<file path="src/rtl/weight_seq_ctrl_if.sv">
// Handshake and memory/MAC bus of one neuron's weight sequencer.
// The controller connects through the slave modport. The surrounding
// layer logic, weight memory and MAC connect through the master modport.
interface weight_seq_ctrl_if #(
    parameter int addressWidth = 10,
    parameter int dataWidth    = 16
) ();
    // Configuration stream (weight load)
    logic                    cfg_start;
    logic                    cfg_valid;
    logic                    cfg_ready;
    logic [dataWidth-1:0]    cfg_data;

    // Input sample stream
    logic                    x_valid;
    logic                    x_ready;
    logic [dataWidth-1:0]    x_in;

    // Weight memory ports
    logic                    mem_wen;
    logic [addressWidth-1:0] mem_wadd;
    logic [dataWidth-1:0]    mem_win;
    logic                    mem_ren;
    logic [addressWidth-1:0] mem_radd;
    logic [dataWidth-1:0]    mem_wout;

    // Aligned pairs to the MAC
    logic                    mac_valid;
    logic [dataWidth-1:0]    mac_x;
    logic [dataWidth-1:0]    mac_w;
    logic                    mac_first;
    logic                    mac_last;

    // Status
    logic                    loaded;
    logic                    load_done;
    logic                    busy;

    // Environment side: layer distribution, weight memory, MAC
    modport master (
        output cfg_start, cfg_valid, cfg_data,
        input  cfg_ready,
        output x_valid, x_in,
        input  x_ready,
        input  mem_wen, mem_wadd, mem_win, mem_ren, mem_radd,
        output mem_wout,
        input  mac_valid, mac_x, mac_w, mac_first, mac_last,
        input  loaded, load_done, busy
    );

    // Controller side
    modport slave (
        input  cfg_start, cfg_valid, cfg_data,
        output cfg_ready,
        input  x_valid, x_in,
        output x_ready,
        output mem_wen, mem_wadd, mem_win, mem_ren, mem_radd,
        input  mem_wout,
        output mac_valid, mac_x, mac_w, mac_first, mac_last,
        output loaded, load_done, busy
    );
endinterface

</file>
<file path="src/rtl/weight_seq_ctrl.sv">
// Per-neuron weight sequencer.
// LOAD streams configuration words into consecutive weight addresses.
// RUN issues one read per accepted input sample. Each sample is paired
// with the weight returned by the 1-cycle registered memory read, and the
// pair is presented to the MAC one cycle after acceptance, together with
// first/last markers.
module weight_seq_ctrl #(
    parameter int numWeight    = 784,
    parameter int addressWidth = 10,
    parameter int dataWidth    = 16
) (
    input  logic               clk,
    input  logic               rst,
    weight_seq_ctrl_if.slave   bus
);

    typedef enum logic [1:0] {
        IDLE  = 2'd0,
        LOAD  = 2'd1,
        RUN   = 2'd2,
        DRAIN = 2'd3
    } state_t;

    localparam logic [addressWidth-1:0] LAST_IDX = addressWidth'(numWeight - 1);
    localparam logic [addressWidth-1:0] ONE      = addressWidth'(1);

    state_t                  state, state_nxt;
    logic [addressWidth-1:0] wcnt, wcnt_nxt;
    logic [addressWidth-1:0] rcnt, rcnt_nxt;
    logic                    loaded_r, loaded_nxt;
    logic                    load_done_r, load_done_nxt;

    // Handshake decode
    logic                    cfg_rdy;
    logic                    x_rdy;
    logic                    cfg_fire;

    // Stage p0: accepted sample and its pair index
    logic                    vld_p0;
    logic [addressWidth-1:0] idx_p0;

    // Stage p1: registered sample aligned with the memory read data
    logic                    vld_p1;
    logic signed [dataWidth-1:0] x_p1;
    logic                    first_p1;
    logic                    last_p1;

    // Handshake readiness. cfg_start wins over a sample offered in IDLE.
    always_comb begin
        cfg_rdy  = (state == LOAD);
        x_rdy    = loaded_r && (((state == IDLE) && !bus.cfg_start) || (state == RUN));
        cfg_fire = bus.cfg_valid && cfg_rdy;
        vld_p0   = bus.x_valid && x_rdy;
        idx_p0   = (state == IDLE) ? '0 : rcnt;
    end

    // Memory port drive. Writes only happen in LOAD and reads only in
    // IDLE/RUN, so the two enables can never be asserted together.
    always_comb begin
        bus.cfg_ready = cfg_rdy;
        bus.x_ready   = x_rdy;
        bus.mem_wen   = cfg_fire;
        bus.mem_wadd  = cfg_fire ? wcnt : '0;
        bus.mem_win   = cfg_fire ? bus.cfg_data : '0;
        bus.mem_ren   = vld_p0;
        bus.mem_radd  = vld_p0 ? idx_p0 : '0;
    end

    // Next-state logic for the load/run sequencer
    always_comb begin
        state_nxt     = state;
        wcnt_nxt      = wcnt;
        rcnt_nxt      = rcnt;
        loaded_nxt    = loaded_r;
        load_done_nxt = 1'b0;
        case (state)
            IDLE: begin
                if (bus.cfg_start) begin
                    state_nxt  = LOAD;
                    wcnt_nxt   = '0;
                    loaded_nxt = 1'b0;
                end else if (vld_p0) begin
                    if (numWeight == 1) begin
                        state_nxt = DRAIN;
                        rcnt_nxt  = '0;
                    end else begin
                        state_nxt = RUN;
                        rcnt_nxt  = ONE;
                    end
                end
            end
            LOAD: begin
                if (cfg_fire) begin
                    if (wcnt == LAST_IDX) begin
                        state_nxt     = IDLE;
                        wcnt_nxt      = '0;
                        loaded_nxt    = 1'b1;
                        load_done_nxt = 1'b1;
                    end else begin
                        wcnt_nxt = wcnt + ONE;
                    end
                end
            end
            RUN: begin
                if (vld_p0) begin
                    if (rcnt == LAST_IDX) begin
                        state_nxt = DRAIN;
                        rcnt_nxt  = '0;
                    end else begin
                        rcnt_nxt = rcnt + ONE;
                    end
                end
            end
            DRAIN: begin
                state_nxt = IDLE;
            end
            default: begin
                state_nxt = IDLE;
            end
        endcase
    end

    // Sequencer state, counters and load status
    always_ff @(posedge clk or posedge rst) begin
        if (rst) begin
            state       <= IDLE;
            wcnt        <= '0;
            rcnt        <= '0;
            loaded_r    <= 1'b0;
            load_done_r <= 1'b0;
        end else begin
            state       <= state_nxt;
            wcnt        <= wcnt_nxt;
            rcnt        <= rcnt_nxt;
            loaded_r    <= loaded_nxt;
            load_done_r <= load_done_nxt;
        end
    end

    // ---- stage p0 -> p1: hold the sample while the weight is read ----
    // Data is cleared on reset as well, so every output reads zero in reset.
    always_ff @(posedge clk or posedge rst) begin
        if (rst) begin
            vld_p1   <= 1'b0;
            x_p1     <= '0;
            first_p1 <= 1'b0;
            last_p1  <= 1'b0;
        end else begin
            vld_p1   <= vld_p0;
            x_p1     <= vld_p0 ? bus.x_in : '0;
            first_p1 <= vld_p0 && (idx_p0 == '0);
            last_p1  <= vld_p0 && (idx_p0 == LAST_IDX);
        end
    end

    // ---- stage p1: pair presented to the MAC ----
    // The memory already returns zero when not read; gating on vld_p1 keeps
    // mac_w clean in reset regardless of the memory's own reset behaviour.
    always_comb begin
        bus.mac_valid = vld_p1;
        bus.mac_x     = x_p1;
        bus.mac_w     = vld_p1 ? bus.mem_wout : '0;
        bus.mac_first = first_p1;
        bus.mac_last  = last_p1;
        bus.loaded    = loaded_r;
        bus.load_done = load_done_r;
        bus.busy      = (state != IDLE) || vld_p1;
    end

    // The single-port memory cannot take a write and a read in one cycle
    assert property (@(posedge clk) disable iff (rst) !(bus.mem_wen && bus.mem_ren));

endmodule

</file>
<file path="src/flat_wrapper.sv">
// flat-port wrapper written by rule: the top's interface ports become plain ports
module weight_seq_ctrl_flat 
#(
    parameter int numWeight    = 784,
    parameter int addressWidth = 10,
    parameter int dataWidth    = 16
)
  (clk, rst, bus_cfg_start, bus_cfg_valid, bus_cfg_data, bus_cfg_ready, bus_x_valid, bus_x_in, bus_x_ready, bus_mem_wen, bus_mem_wadd, bus_mem_win, bus_mem_ren, bus_mem_radd, bus_mem_wout, bus_mac_valid, bus_mac_x, bus_mac_w, bus_mac_first, bus_mac_last, bus_loaded, bus_load_done, bus_busy);
  weight_seq_ctrl_if #(.addressWidth(addressWidth), .dataWidth(dataWidth)) bus_i ();
  input  logic clk;
  input  logic rst;
  input wire logic [$bits(bus_i.cfg_start)-1:0] bus_cfg_start;
  input wire logic [$bits(bus_i.cfg_valid)-1:0] bus_cfg_valid;
  input wire logic [$bits(bus_i.cfg_data)-1:0] bus_cfg_data;
  output wire logic [$bits(bus_i.cfg_ready)-1:0] bus_cfg_ready;
  input wire logic [$bits(bus_i.x_valid)-1:0] bus_x_valid;
  input wire logic [$bits(bus_i.x_in)-1:0] bus_x_in;
  output wire logic [$bits(bus_i.x_ready)-1:0] bus_x_ready;
  output wire logic [$bits(bus_i.mem_wen)-1:0] bus_mem_wen;
  output wire logic [$bits(bus_i.mem_wadd)-1:0] bus_mem_wadd;
  output wire logic [$bits(bus_i.mem_win)-1:0] bus_mem_win;
  output wire logic [$bits(bus_i.mem_ren)-1:0] bus_mem_ren;
  output wire logic [$bits(bus_i.mem_radd)-1:0] bus_mem_radd;
  input wire logic [$bits(bus_i.mem_wout)-1:0] bus_mem_wout;
  output wire logic [$bits(bus_i.mac_valid)-1:0] bus_mac_valid;
  output wire logic [$bits(bus_i.mac_x)-1:0] bus_mac_x;
  output wire logic [$bits(bus_i.mac_w)-1:0] bus_mac_w;
  output wire logic [$bits(bus_i.mac_first)-1:0] bus_mac_first;
  output wire logic [$bits(bus_i.mac_last)-1:0] bus_mac_last;
  output wire logic [$bits(bus_i.loaded)-1:0] bus_loaded;
  output wire logic [$bits(bus_i.load_done)-1:0] bus_load_done;
  output wire logic [$bits(bus_i.busy)-1:0] bus_busy;
  assign bus_i.cfg_start = bus_cfg_start;
  assign bus_i.cfg_valid = bus_cfg_valid;
  assign bus_i.cfg_data = bus_cfg_data;
  assign bus_cfg_ready = bus_i.cfg_ready;
  assign bus_i.x_valid = bus_x_valid;
  assign bus_i.x_in = bus_x_in;
  assign bus_x_ready = bus_i.x_ready;
  assign bus_mem_wen = bus_i.mem_wen;
  assign bus_mem_wadd = bus_i.mem_wadd;
  assign bus_mem_win = bus_i.mem_win;
  assign bus_mem_ren = bus_i.mem_ren;
  assign bus_mem_radd = bus_i.mem_radd;
  assign bus_i.mem_wout = bus_mem_wout;
  assign bus_mac_valid = bus_i.mac_valid;
  assign bus_mac_x = bus_i.mac_x;
  assign bus_mac_w = bus_i.mac_w;
  assign bus_mac_first = bus_i.mac_first;
  assign bus_mac_last = bus_i.mac_last;
  assign bus_loaded = bus_i.loaded;
  assign bus_load_done = bus_i.load_done;
  assign bus_busy = bus_i.busy;
  weight_seq_ctrl #(.numWeight(numWeight), .addressWidth(addressWidth), .dataWidth(dataWidth)) u_core (.clk(clk), .rst(rst), .bus(bus_i));
endmodule
</file>
<file path="config.mk">
export PLATFORM = sky130hd
export DESIGN_NAME = weight_seq_ctrl_flat
export DESIGN_NICKNAME = d
export VERILOG_FILES = /design/src/rtl/weight_seq_ctrl_if.sv /design/src/rtl/weight_seq_ctrl.sv /design/src/flat_wrapper.sv
export SDC_FILE = /design/constraint.sdc
export NUM_CORES = 1
export LEC_CHECK = 0
export ABC_AREA = 1
export ABC_CLOCK_PERIOD_IN_PS = 1600
export BUFFER_PORTS_ARGS = -buffer_cell sky130_fd_sc_hd__buf_4
export CAP_MARGIN = 30
export CORE_ASPECT_RATIO = 1.2
export CORE_MARGIN = 2
export CORE_UTILIZATION = 30
export CTS_CLUSTER_SIZE = 40
export DETAILED_ROUTE_END_ITERATION = 10
export GPL_TIMING_DRIVEN = 0
export PLACE_DENSITY = 0.71
export SETUP_SLACK_MARGIN = 0.15
export SYNTH_ARGS = -nofsm -noshare
export SYNTH_HDL_FRONTEND = slang
export SYNTH_SLANG_ARGS = --single-unit
</file>
<file path="constraint.sdc">
create_clock -name clk -period 1.6 [get_ports clk]
set_clock_uncertainty 0.2 [all_clocks]
set_input_delay 0.32 -clock clk [delete_from_list [all_inputs] [get_ports clk]]
set_output_delay 0.32 -clock clk [all_outputs]
set_load 0.1 [all_outputs]
</file>
==> results.md <==
- Status: finished with violations
- Violated checks: negative setup slack
- CP max-delay cell: dfrtp_1
- Fin crit share: 1.41
- Crit. End Element: primary output
- Critical path type: reg2out
- Peak Freq: 0.444 GHz
- Worst slew pin tran: 0.395 ns
- Final std cells w/o fill: 685
- Storage element area: 0.00109 mm²
- CORE AREA: 0.00852 mm²
- Area of the multi-input gates: 0.00182 mm²
- Buf+Inv Stages, Crit Path: 5
- Setup Slack @ Placement: -0.554 ns
- Share of cells above drive strength 1: 0.623
- Post-synth top area share: 0.414
- RSZ-0062 raised after global routing: yes
- Drt wl/cell: 17.5 µm
- Fin nets: 622
- Final Hold Fails: 0
- Initial DRC count: 194
- Syn Inst Count: 378
- Htree depth: 2
- DR pass1 iterations: 4
- Clock sink count: 43
- Seq/Total Area, Yosys: 0.414
- CTS clk-pin slew, worst paths: 0.10 ns
- Area growth syn-to-layout: 137%
- CP Data Arrival Time: 1.73 ns
- R2R cell count: 13
- Critical path required time: 1.08 ns
- IO Port Bufs: 130
- Hold Crit Start: bus_x_in[3]
- Crit path from: u_core.state[0]$_DFFE_PP0P_
- Chip width: 89.0 µm
- Synthesis Warnings: 0
- Num ports: 131
- First-pass GRT wire length: 15.6 mm
- DR vias: 3,348
- Minimum clock period: 2.25 ns
- PD cells: 922 mW/mm²
- Crit Path Max Fanout: 5
- Post-DRT Antenna Nets: 0
- Overall Global Routing Usage: 0.208
- Gpl congestion: 0.903
- Post-synth cell types: 29
- Placed Instances: 625
- Clk_lat worst skew: 0.31 ns
- Antenna Cells: 0
- DR vias/cell: 4.89
- Peak supply drop: 0.000455 V
- Max_cap viols: 0
- Initial antenna violation count: 0
- Pin count of the biggest net entering global routing: 44
- Routed WL: 12.0 mm
- Synth area leaders: dfrtp_1 41%, inv_1 13%, nand2_1 12%
- CP Launch Type: register
- Area leader, netlist: dfrtp_1
- Most common cell after layout, fill and taps aside: buf_4
- Static Leak: 2.93 nW
- R2r endpoint: u_core.wcnt[5]$_DFFE_PP0P_
- Final setup vio count: 82
- CTS root buffer: clkbuf_8
- Total power: 5.68 mW
- Min-Delay Path Class: in2reg
- FP Rows: 37
- Family with the most delay on the worst path: buffers and inverters
- CTS tree: built
- DP Wirelength: 5.96 mm
- Flop2flop setup slack: -0.50 ns
- Synthesized Nets: 433
- Most numerous cell on the critical path: buf_12
- Worst path depth: 8
- Grt total ovfl: 0
- CTS Buf Count: 5
- Initial Utilization: 0.305
- Worst r2r src: u_core.state[0]$_DFFE_PP0P_
- Slew HR: 0.734
- Crit-path cells: inv_2 -> buf_4 -> nor2_4 -> nand2_4 -> buf_12 -> buf_12 -> nor2_4 -> buf_12
- Final core occ: 0.723
- Max Root-Sink Buffers: 2
- Slew Viols, Final: 0
- Slowest Stage Delay on Critical Path: 0.37 ns
- Vias in the first global route: 3,291
- Final routed DRC violation total: 0
- Avg Inst Size Synth: 6.88 µm²
- Hold_ws: 0.0165 ns
- Crit path to: bus_mem_wadd[8]
- Worst Setup Slack, final: -0.655 ns
- Die Ht: 106 µm
- Seq cells post-synth: 43
- Most frequent cells in the layout: 74 x buf_4, 59 x buf_12, 57 x inv_1
- Die area: 0.00943 mm²
- Filler Cell Count: 518
- Area of the mapped netlist: 0.00260 mm²
-- kinds of logic after synthesis --
family	Yosys count	share of synthesized area
AND/OR/NAND/NOR	207	0.354
buffers and inverters	102	0.160
AO/OA/AOI/OAI	22	0.0563
flip-flops	43	0.414
XOR/XNOR	2	0.00674
adder cells (fa/ha/maj)	2	0.00962
-- worst min-delay path by stage --
stage / end / slack [ns] / cells past startpoint
final: u_core.bus.mac_x[3]$_DFF_PP0_ / 0.02 / 3
after global routing: u_core.bus.mac_x[3]$_DFF_PP0_ / 0.02 / 3
after CTS: u_core.bus.mac_x[3]$_DFF_PP0_ / 0.009 / 3
after detailed placement: u_core.bus.mac_x[3]$_DFF_PP0_ / 0.34 / 3
after global placement: u_core.bus.mac_x[5]$_DFF_PP0_ / 0.34 / 3
after floorplan: u_core.bus.load_done$_DFF_PP0_ / 0.12 / 1
-- final cells by class --
cell class	instances	area share
well taps	117	0.0238
plain buffers	10	0.0315
repair buffers	182	0.385
multi-input cells	233	0.296
clock buffers	5	0.0112
inverters	92	0.0695
flip-flops and latches	43	0.176
clock inverters	3	0.00752
-- repair_timing --
action / 4_1_cts / 5_1_grt
cloned: 7 / 0
endpoints found under the hold margin: 0 / 43
buffers inserted: 27 / 16
setup endpoints to repair: 114 / 109
hold buffers: 0 / 1
resized for setup: 219 / 64
pin swaps: 16 / 20
-- per-layer routing --
layer | part of all wire | track usage | up-vias
li1 | - | - | 1507
met1 | 0.34 | 0.226 | 1651
met2 | 0.56 | 0.408 | 149
met3 | 0.058 | 0.0373 | 41
met4 | 0.040 | 0.0426 | 0
met5 | 0 | 0 | -
-- Yosys cell counts (all sizes together) --
master,number
a21boi,2
a21oi,5
buf,7
clkbuf,3
dfrtp,43
ha,2
inv,92
nand2,86
nand3,22
nand4,10
nor2,73
nor3,14
o21ai,12
o21bai,2
o22ai,1
or2,2
xor2,2
-- state kept, by name, summed over array words and instances, names as in the netlist --
name,count
u_core.wcnt,10
u_core.bus.mac_last,1
u_core.state,2
u_core.bus.load_done,1
u_core.bus.mac_x,16
u_core.bus.loaded,1
u_core.bus.mac_valid,1
u_core.rcnt,10
u_core.bus.mac_first,1
-- through the flow --
stage / setup TNS [ns] / cell area (µm²)
2_1_floorplan: -43.76 / 3250
3_3_place_gp: -22.29 / 4370
3_5_place_dp: -25.09 / 4370
4_1_cts: -30.64 / 5740
5_1_grt: -42.37 / 6160
6_report: -37.35 / 6160
-- power breakdown --
| part | internal [mW] | leakage, nW | switching (mW) |
|---|---|---|---|
| registers | 1.18 | 0.582 | 0.126 |
| clock network | 0.471 | 0.0548 | 0.432 |
| logic | 1.52 | 2.30 | 1.95 |
-- worst reg2reg max path, cell delays in order (launching register included) --
cell,delay [ns]
dfrtp_1,0.40
buf_4,0.14
buf_6,0.11
nor2_4,0.16
buf_6,0.14
buf_16,0.12
buf_6,0.11
nand2_4,0.07
nand2_8,0.13
nand2_2,0.09
inv_2,0.09
nand3_1,0.09
nand2_1,0.12
nor2_1,0.06
No activity file was read; power rests on OpenSTA's default activity.
